**config.mk**
```make
export PLATFORM = sky130hd
export DESIGN_NAME = mem_port_arbiter_flat
export DESIGN_NICKNAME = d
export VERILOG_FILES = /design/src/rtl/mem_port_arbiter_if.sv /design/src/rtl/mem_port_arbiter.sv /design/src/flat_wrapper.sv
export SDC_FILE = /design/constraint.sdc
export NUM_CORES = 1
export LEC_CHECK = 0
export CELL_PAD_IN_SITES_DETAIL_PLACEMENT = 0
export CELL_PAD_IN_SITES_GLOBAL_PLACEMENT = 1
export CORE_MARGIN = 5
export CORE_UTILIZATION = 27
export DETAILED_ROUTE_END_ITERATION = 6
export GPL_TIMING_DRIVEN = 0
export PLACE_DENSITY = 0.81
export SYNTH_ARGS = -nofsm -noshare
export SYNTH_HDL_FRONTEND = slang
export SYNTH_SLANG_ARGS = --single-unit
export TNS_END_PERCENT = 10
```
**constraint.sdc**
```tcl
create_clock -name clk -period 1.7 [get_ports clk]
set_input_delay 0.34 -clock clk [delete_from_list [all_inputs] [get_ports clk]]
set_output_delay 0.34 -clock clk [all_outputs]
set_load 0.01 [all_outputs]
```
**src/rtl/mem_port_arbiter_if.sv**
```systemverilog
`default_nettype none
// ============================================================================
// Module      : mem_port_arbiter_if
// Description : Bundle of the IFU, LSU and memory-side handshake signals
//               around mem_port_arbiter. The slave modport is the arbiter's
//               view. The master modport is the surrounding core and memory.
// Revision    : 1.0  initial release
// ============================================================================
interface mem_port_arbiter_if #(
    parameter int ADDR_W = 32,
    parameter int DATA_W = 32,
    parameter int MASK_W = 8
);
    // Instruction fetch requester (read-only)
    logic              ifu_req_valid;
    logic              ifu_req_ready;
    logic [ADDR_W-1:0] ifu_addr;
    logic              ifu_resp_valid;
    logic [DATA_W-1:0] ifu_rdata;

    // Load/store requester
    logic              lsu_req_valid;
    logic              lsu_req_ready;
    logic              lsu_wen;
    logic [ADDR_W-1:0] lsu_addr;
    logic [DATA_W-1:0] lsu_wdata;
    logic [MASK_W-1:0] lsu_wmask;
    logic              lsu_resp_valid;
    logic [DATA_W-1:0] lsu_rdata;

    // Shared physical memory port
    logic              mem_req_valid;
    logic              mem_req_ready;
    logic              mem_wen;
    logic [ADDR_W-1:0] mem_addr;
    logic [DATA_W-1:0] mem_wdata;
    logic [MASK_W-1:0] mem_wmask;
    logic              mem_resp_valid;
    logic [DATA_W-1:0] mem_rdata;

    modport slave (
        input  ifu_req_valid, ifu_addr,
        output ifu_req_ready, ifu_resp_valid, ifu_rdata,
        input  lsu_req_valid, lsu_wen, lsu_addr, lsu_wdata, lsu_wmask,
        output lsu_req_ready, lsu_resp_valid, lsu_rdata,
        output mem_req_valid, mem_wen, mem_addr, mem_wdata, mem_wmask,
        input  mem_req_ready, mem_resp_valid, mem_rdata
    );

    modport master (
        output ifu_req_valid, ifu_addr,
        input  ifu_req_ready, ifu_resp_valid, ifu_rdata,
        output lsu_req_valid, lsu_wen, lsu_addr, lsu_wdata, lsu_wmask,
        input  lsu_req_ready, lsu_resp_valid, lsu_rdata,
        input  mem_req_valid, mem_wen, mem_addr, mem_wdata, mem_wmask,
        output mem_req_ready, mem_resp_valid, mem_rdata
    );
endinterface
`default_nettype wire

```
**src/rtl/mem_port_arbiter.sv**
```systemverilog
`default_nettype none
// ============================================================================
// Module      : mem_port_arbiter
// Description : Shares one memory port between instruction fetch (IFU,
//               read-only) and load/store (LSU). It runs one transaction at a
//               time: IDLE (arbitrate) -> REQ (issue) -> WAIT (response).
//               The response is returned to the owner as a one-cycle pulse.
//               The default build uses fixed LSU-over-IFU priority.
//               Defining MEM_PORT_ARBITER_RR_EN selects round-robin
//               arbitration instead.
// Revision    : 1.0  initial release
// ============================================================================
module mem_port_arbiter #(
    parameter int ADDR_W = 32,
    parameter int DATA_W = 32,
    parameter int MASK_W = 8
) (
    input  wire                clk,
    input  wire                reset,   // asynchronous, active low
    mem_port_arbiter_if.slave  bus,
    output logic               busy
);

    // ------------------------------------------------------------------------
    // State encoding
    // ------------------------------------------------------------------------
    localparam logic [1:0] c_IDLE = 2'd0;
    localparam logic [1:0] c_REQ  = 2'd1;
    localparam logic [1:0] c_WAIT = 2'd2;

    logic [1:0]        r_state;
    logic [1:0]        w_state_nxt;

    // Latched request fields, presented to memory while in REQ
    logic              r_owner_lsu;
    logic              r_wen;
    logic [ADDR_W-1:0] r_addr;
    logic [DATA_W-1:0] r_wdata;
    logic [MASK_W-1:0] r_wmask;

    // Response registers
    logic              r_ifu_resp_valid;
    logic              r_lsu_resp_valid;
    logic [DATA_W-1:0] r_ifu_rdata;
    logic [DATA_W-1:0] r_lsu_rdata;

    // Control wires
    logic              w_idle;
    logic              w_prefer_lsu;
    logic              w_lsu_wins;
    logic              w_ifu_wins;
    logic              w_accept;
    logic              w_issue;
    logic              w_resp_fire;

    assign w_idle = (r_state == c_IDLE);

    // ------------------------------------------------------------------------
    // Arbitration policy. When both requesters are valid, the arbiter grants
    // the LSU only if w_prefer_lsu is set.
    // ------------------------------------------------------------------------
`ifdef MEM_PORT_ARBITER_RR_EN
    // This register records the last winner (1 = LSU). It resets to IFU, so
    // the first conflict goes to the LSU.
    logic r_last_grant;

    assign w_prefer_lsu = ~r_last_grant;

    // Record the winner of every accepted request
    always_ff @(posedge clk or negedge reset) begin
        if (!reset) begin
            r_last_grant <= 1'b0;
        end else if (w_accept) begin
            r_last_grant <= w_lsu_wins;
        end
    end
`else
    assign w_prefer_lsu = 1'b1;
`endif

    // A requester wins only in IDLE. The two wins are mutually exclusive by
    // construction.
    assign w_lsu_wins = w_idle & bus.lsu_req_valid
                      & (~bus.ifu_req_valid | w_prefer_lsu);
    assign w_ifu_wins = w_idle & bus.ifu_req_valid & ~w_lsu_wins;
    assign w_accept   = w_lsu_wins | w_ifu_wins;

    assign w_issue     = (r_state == c_REQ) & bus.mem_req_ready;
    // A memory response is honoured only while a transaction is waiting for
    // it. A stray response outside WAIT is dropped.
    assign w_resp_fire = (r_state == c_WAIT) & bus.mem_resp_valid;

    // ------------------------------------------------------------------------
    // Next-state logic
    // ------------------------------------------------------------------------
    always_comb begin
        w_state_nxt = r_state;
        case (r_state)
            c_IDLE: if (w_accept)    w_state_nxt = c_REQ;
            c_REQ:  if (w_issue)     w_state_nxt = c_WAIT;
            c_WAIT: if (w_resp_fire) w_state_nxt = c_IDLE;
            default:                 w_state_nxt = c_IDLE;
        endcase
    end

    // State register; reset abandons any in-flight transaction
    always_ff @(posedge clk or negedge reset) begin
        if (!reset) begin
            r_state <= c_IDLE;
        end else begin
            r_state <= w_state_nxt;
        end
    end

    // Capture the winner's request. IFU fetches are reads with a zero mask.
    always_ff @(posedge clk or negedge reset) begin
        if (!reset) begin
            r_owner_lsu <= 1'b0;
            r_wen       <= 1'b0;
            r_addr      <= '0;
            r_wdata     <= '0;
            r_wmask     <= '0;
        end else if (w_accept) begin
            r_owner_lsu <= w_lsu_wins;
            if (w_lsu_wins) begin
                r_wen   <= bus.lsu_wen;
                r_addr  <= bus.lsu_addr;
                r_wdata <= bus.lsu_wdata;
                r_wmask <= bus.lsu_wmask;
            end else begin
                r_wen   <= 1'b0;
                r_addr  <= bus.ifu_addr;
                r_wdata <= '0;
                r_wmask <= '0;
            end
        end
    end

    // Generate a one-cycle response pulse to the owner, in the cycle after
    // the memory responds
    always_ff @(posedge clk or negedge reset) begin
        if (!reset) begin
            r_ifu_resp_valid <= 1'b0;
            r_lsu_resp_valid <= 1'b0;
        end else begin
            r_ifu_resp_valid <= w_resp_fire & ~r_owner_lsu;
            r_lsu_resp_valid <= w_resp_fire &  r_owner_lsu;
        end
    end

    // Keep read data in the owner's register. It holds between responses.
    // An LSU write acknowledge returns zero.
    always_ff @(posedge clk or negedge reset) begin
        if (!reset) begin
            r_ifu_rdata <= '0;
            r_lsu_rdata <= '0;
        end else if (w_resp_fire) begin
            if (r_owner_lsu) begin
                r_lsu_rdata <= r_wen ? '0 : bus.mem_rdata;
            end else begin
                r_ifu_rdata <= bus.mem_rdata;
            end
        end
    end

    // ------------------------------------------------------------------------
    // Outputs
    // ------------------------------------------------------------------------
    assign bus.ifu_req_ready  = w_ifu_wins;
    assign bus.lsu_req_ready  = w_lsu_wins;

    assign bus.ifu_resp_valid = r_ifu_resp_valid;
    assign bus.ifu_rdata      = r_ifu_rdata;
    assign bus.lsu_resp_valid = r_lsu_resp_valid;
    assign bus.lsu_rdata      = r_lsu_rdata;

    // The request fields come straight from the capture registers. They stay
    // stable for as long as REQ waits on mem_req_ready.
    assign bus.mem_req_valid  = (r_state == c_REQ);
    assign bus.mem_wen        = r_wen;
    assign bus.mem_addr       = r_addr;
    assign bus.mem_wdata      = r_wdata;
    assign bus.mem_wmask      = r_wmask;

    assign busy               = ~w_idle;

endmodule
`default_nettype wire

```
**src/flat_wrapper.sv**
```systemverilog
// flat-port wrapper written by rule: the top's interface ports become plain ports
module mem_port_arbiter_flat 
#(
    parameter int ADDR_W = 32,
    parameter int DATA_W = 32,
    parameter int MASK_W = 8
)
  (clk, reset, busy, bus_ifu_req_valid, bus_ifu_addr, bus_ifu_req_ready, bus_ifu_resp_valid, bus_ifu_rdata, bus_lsu_req_valid, bus_lsu_wen, bus_lsu_addr, bus_lsu_wdata, bus_lsu_wmask, bus_lsu_req_ready, bus_lsu_resp_valid, bus_lsu_rdata, bus_mem_req_valid, bus_mem_wen, bus_mem_addr, bus_mem_wdata, bus_mem_wmask, bus_mem_req_ready, bus_mem_resp_valid, bus_mem_rdata);
  mem_port_arbiter_if #(.ADDR_W(ADDR_W), .DATA_W(DATA_W), .MASK_W(MASK_W)) bus_i ();
  input  wire clk;
  input  wire reset;
  output logic busy;
  input wire logic [$bits(bus_i.ifu_req_valid)-1:0] bus_ifu_req_valid;
  input wire logic [$bits(bus_i.ifu_addr)-1:0] bus_ifu_addr;
  output wire logic [$bits(bus_i.ifu_req_ready)-1:0] bus_ifu_req_ready;
  output wire logic [$bits(bus_i.ifu_resp_valid)-1:0] bus_ifu_resp_valid;
  output wire logic [$bits(bus_i.ifu_rdata)-1:0] bus_ifu_rdata;
  input wire logic [$bits(bus_i.lsu_req_valid)-1:0] bus_lsu_req_valid;
  input wire logic [$bits(bus_i.lsu_wen)-1:0] bus_lsu_wen;
  input wire logic [$bits(bus_i.lsu_addr)-1:0] bus_lsu_addr;
  input wire logic [$bits(bus_i.lsu_wdata)-1:0] bus_lsu_wdata;
  input wire logic [$bits(bus_i.lsu_wmask)-1:0] bus_lsu_wmask;
  output wire logic [$bits(bus_i.lsu_req_ready)-1:0] bus_lsu_req_ready;
  output wire logic [$bits(bus_i.lsu_resp_valid)-1:0] bus_lsu_resp_valid;
  output wire logic [$bits(bus_i.lsu_rdata)-1:0] bus_lsu_rdata;
  output wire logic [$bits(bus_i.mem_req_valid)-1:0] bus_mem_req_valid;
  output wire logic [$bits(bus_i.mem_wen)-1:0] bus_mem_wen;
  output wire logic [$bits(bus_i.mem_addr)-1:0] bus_mem_addr;
  output wire logic [$bits(bus_i.mem_wdata)-1:0] bus_mem_wdata;
  output wire logic [$bits(bus_i.mem_wmask)-1:0] bus_mem_wmask;
  input wire logic [$bits(bus_i.mem_req_ready)-1:0] bus_mem_req_ready;
  input wire logic [$bits(bus_i.mem_resp_valid)-1:0] bus_mem_resp_valid;
  input wire logic [$bits(bus_i.mem_rdata)-1:0] bus_mem_rdata;
  assign bus_i.ifu_req_valid = bus_ifu_req_valid;
  assign bus_i.ifu_addr = bus_ifu_addr;
  assign bus_ifu_req_ready = bus_i.ifu_req_ready;
  assign bus_ifu_resp_valid = bus_i.ifu_resp_valid;
  assign bus_ifu_rdata = bus_i.ifu_rdata;
  assign bus_i.lsu_req_valid = bus_lsu_req_valid;
  assign bus_i.lsu_wen = bus_lsu_wen;
  assign bus_i.lsu_addr = bus_lsu_addr;
  assign bus_i.lsu_wdata = bus_lsu_wdata;
  assign bus_i.lsu_wmask = bus_lsu_wmask;
  assign bus_lsu_req_ready = bus_i.lsu_req_ready;
  assign bus_lsu_resp_valid = bus_i.lsu_resp_valid;
  assign bus_lsu_rdata = bus_i.lsu_rdata;
  assign bus_mem_req_valid = bus_i.mem_req_valid;
  assign bus_mem_wen = bus_i.mem_wen;
  assign bus_mem_addr = bus_i.mem_addr;
  assign bus_mem_wdata = bus_i.mem_wdata;
  assign bus_mem_wmask = bus_i.mem_wmask;
  assign bus_i.mem_req_ready = bus_mem_req_ready;
  assign bus_i.mem_resp_valid = bus_mem_resp_valid;
  assign bus_i.mem_rdata = bus_mem_rdata;
  mem_port_arbiter #(.ADDR_W(ADDR_W), .DATA_W(DATA_W), .MASK_W(MASK_W)) u_core (.clk(clk), .reset(reset), .bus(bus_i), .busy(busy));
endmodule
```
==> results by group <==
Clock network
  • H-tree depth: 4
  • Clock tree buffer depth: 2
  • CTS Buf Count: 17
  • Clk slew on worst S/H paths: around 0.06 ns
  • CTS sink count: 142
  • CTS tree: done
  • Clk root buf: clkbuf_16
  • Clk_lat worst skew: about 0.42 ns

Critical path
  • R2r setup slk: 0.04 ns
  • Crit-path max FO: 3
  • Max incr delay on CP: about 0.43 ns
  • Critical path cell sequence: nor2_4 > inv_4 > buf_12 > clkbuf_16 > buf_6
  • CP required: between 1 and 1.5 ns
  • Crit start category: flop
  • R2R Path Start: u_core.r_state[0]$_DFFE_PN0P_
  • Slowest-stage cell, CP: dfrtp_2
  • Reg-to-reg endpoint: u_core.bus.ifu_rdata[7]$_DFFE_PN0P_
  • Setup CP Type: reg2out
  • Setup crit end kind: primary output
  • Buf/Inv on CP: 4
  • Top delay family on crit path: flip-flops
  • Worst reg-to-reg path cell count: 5
  • Worst Path Arrival: about 1.4 ns

Cells and area
  • Post-route cell area: just under 10000 um^2
  • Cell Count, Final, Fillers Out: ~1.0k
  • Nets: roughly 900
  • Layout cell share with drive strength beyond 1: 0.1538
  • # diodes: 0
  • Synth-to-Final Area Change: 72.79%

STA
  • Hold_ws: 0.4714 ns
  • Fin crit period: 1.769 ns
  • Rel. slew slack: 0.5813
  • Hold Fails Final Rpt: 0
  • RSZ-0062 raised after global routing: yes
  • Setup tns final: -0.1430 ns
  • Fin crit share: 1.041
  • Final Max Slew Viols: 0
  • Setup ws final: -0.06911 ns
  • Max frequency: between 0.5 and 0.6 GHz
  • Final setup viols: 3
  • Worst-Margin Slew: between 0.6 and 0.7 ns
  • Clock skew: about 0.0088 ns

Drt
  • Total Routed Length: ~20000 um
  • ANT nets after route: 0
  • Vias: 4912
  • First drt pass iteration count: 4
  • Wirelength per Cell: around 19 um
  • Vias per cell: 4.714
  • Initial DRC count: between 150 and 200
  • # DRC: 0

Global route
  • Initial antenna violation count: 0
  • Overflow after GRT: 0
  • Vias in the first global route: about 5.4k
  • Total GRT Usage: 0.1651
  • First-pass GRT wire length: between 30000 and 40000 um
  • Largest net degree at the start of global routing: 79

Floorplan
  • Die height: 155.0 um
  • Chip Width: 155.0 um
  • Core area: approximately 21000 um^2
  • Num ports: 286
  • Starting Density: 0.2716
  • DIE AREA: 24010 um^2
  • Num rows: 53

Outcome
  • Violations in the final reports: setup timing
  • Status: complete, but fails checks

Min path
  • HP Class: reg2reg
  • Hold EP: u_core.bus.lsu_rdata[12]$_DFFE_PN0P_
  • HP Start: u_core.bus.lsu_rdata[12]$_DFFE_PN0P_
  • Cell count of the worst hold path: 2

Yosys
  • Seq/Total Area, Yosys: 0.6262
  • Adder-Cell Fraction of Synth Area: 0
  • Largest family of logic cells by synthesized area: compound AO/OA/AOI/OAI gates
  • Yosys cell types: 23
  • Syn avg cell area: 13.07 um^2
  • Syn_nets: around 580
  • Synth Area in Simple Gates: 0.07166
  • Most frequent cell after synthesis: dfrtp_1
  • Yosys warns: 0
  • Ys flop type: dfrtp_1
  • Post-synthesis cell count: 434
  • Async S/R FF share, synth: 1.000
  • Yosys reg bits: between 100 and 150
  • Yosys top cell area share: 0.6262
  • Mux share of post-synthesis cell area: 0.06351
  • Commonest cells post-synth: 142 x dfrtp_1, 41 x a22o_1, 34 x nand2_1, 34 x nand2b_1
  • Xor/xnor share of the synthesized area: 0
  • Yosys top cell by area: dfrtp_1
  • Number of synthesized flops with an enable pin: 0
  • Area contributors post-synth: dfrtp_1 63%, mux2_2 6.4%, a22o_1 6.3%, a221o_1 5.5%, a32o_1 5.5%
  • Mapped cell area: about 5700 um^2
  • Compound-cell area share of the yosys netlist: 0.2068

Power and ir drop
  • P per Cell Area: 1724 nW/um^2
  • Maximum vdd ir drop: around 0.0008 V
  • Pwr Total: roughly 17000 uW
  • Leakage: approximately 0.0049 uW

Place
  • Post-placement cell count: between 900 and 1k
  • Gpl congestion: ~0.74
  • Port-buffer cells: ~290
  • Placed Area: ~8900 um^2
  • Post-DP HPWL: between 10000 and 15000 um

Job
  • Max cap viols: 0
[per-layer routing]
layer	track usage	wire, um	vias up
li1	-	-	2285
met1	0.2049	8218	2402
met2	0.2700	9717	205
met3	0.05925	1720	20
met4	0.05088	270	0
met5	0	0	-
[where the power goes]
group	switching, uW	leakage, uW	internal (uW)
combinational	3200	0.00286	4060
sequential	936	0.00177	4890
clock	1580	0.000294	2230
total	5720	0.00493	11200
[kinds of logic (layout without fill, tap and decap cells)]
logic type,after synthesis,after routing
flops,142,142
compound gates,140,140
simple gates,79,79
buf+inv,41,374
mux,32,32
[worst max path at each step]
stage,from,endpoint,slack (ns),depth (start not counted)
after global routing,u_core.r_state[1]$_DFFE_PN0P_,busy,-0.13,5
final,u_core.r_state[1]$_DFFE_PN0P_,busy,-0.07,5
after detailed placement,bus_lsu_req_valid,bus_lsu_req_ready,-1.04,6
after CTS,u_core.r_state[0]$_DFFE_PN0P_,bus_lsu_req_ready,-0.14,6
after global placement,reset,u_core.bus.mem_wdata[12]$_DFFE_PN0P_,-5.78,1
after floorplan,u_core.r_state[0]$_DFFE_PN0P_,u_core.bus.ifu_rdata[10]$_DFFE_PN0P_,0.13,4
[final cells by class]
type	count	area, um^2
multi-input cells	251	1988
well taps	275	344.1
clock inverters	14	155.1
clock buffers	18	439.2
repair buffers	302	3080
inverters	4	17.52
plain buffers	36	222.7
flip-flops and latches	142	3557
fillers	1988	11080
[metrics by stage]
stage / setup WS, ns / utilization
6_report: -0.06911 / 0.4694
5_1_grt: -0.1253 / 0.4694
4_1_cts: -0.1397 / 0.4601
3_5_place_dp: -1.036 / 0.4261
3_3_place_gp: -5.780 / 0.4247
2_1_floorplan: 0.1262 / -
[cell usage in the layout, fill, tap and decap left out, types with 2 or more instances in the layout]
cell             synthesis  routed
buf_4                    4      14
clkbuf_2                 0       3
a221o_1                 31      31
buf_12                   0       2
nor2_4                   0       3
mux2_2                  32      32
dlymetal6s2s_1           0      50
a22o_1                  41      41
clkinv_4                 0       2
dfrtp_1                142     139
nor2_1                   5       2
dlygate4sd2_1            0      59
dfrtp_2                  0       3
clkbuf_1                24      15
nand2b_1                34      34
a32o_1                  31      31
clkdlybuf4s50_1          0     171
o21ai_1                  1       6
o22ai_1                  2       2
bufinv_16                0       2
inv_1                    3       3
clkinv_2                 0       3
o21ai_0                 32      26
buf_2                    9      10
clkbuf_16                0      18
buf_6                    0      10
nand2_1                 34      33
inv_6                    0       5
[tightest hold or removal path: stages, from the launching register on]
cell and delay [ns]:
dfrtp_1 0.34, nand2_1 0.04, o21ai_0 0.06
[sequential cells by signal (all words and copies together), names as in the netlist]
signal / count
u_core.bus.mem_wen: 1
u_core.bus.mem_wmask: 8
u_core.bus.ifu_resp_valid: 1
u_core.bus.lsu_rdata: 32
u_core.bus.mem_wdata: 32
u_core.bus.ifu_rdata: 32
u_core.bus.lsu_resp_valid: 1
u_core.r_owner_lsu: 1
u_core.r_state: 2
u_core.bus.mem_addr: 32
[repair_timing]
item,4_1_cts,5_1_grt
hold buffers,1,0
resized for setup,104,82
pin swaps,3,3
endpoints found under the setup margin,181,163
buffers inserted,11,3
hold endpoints to repair,64,0
gates cloned,0,1
Note: power is estimated with default switching activity, not from simulation.
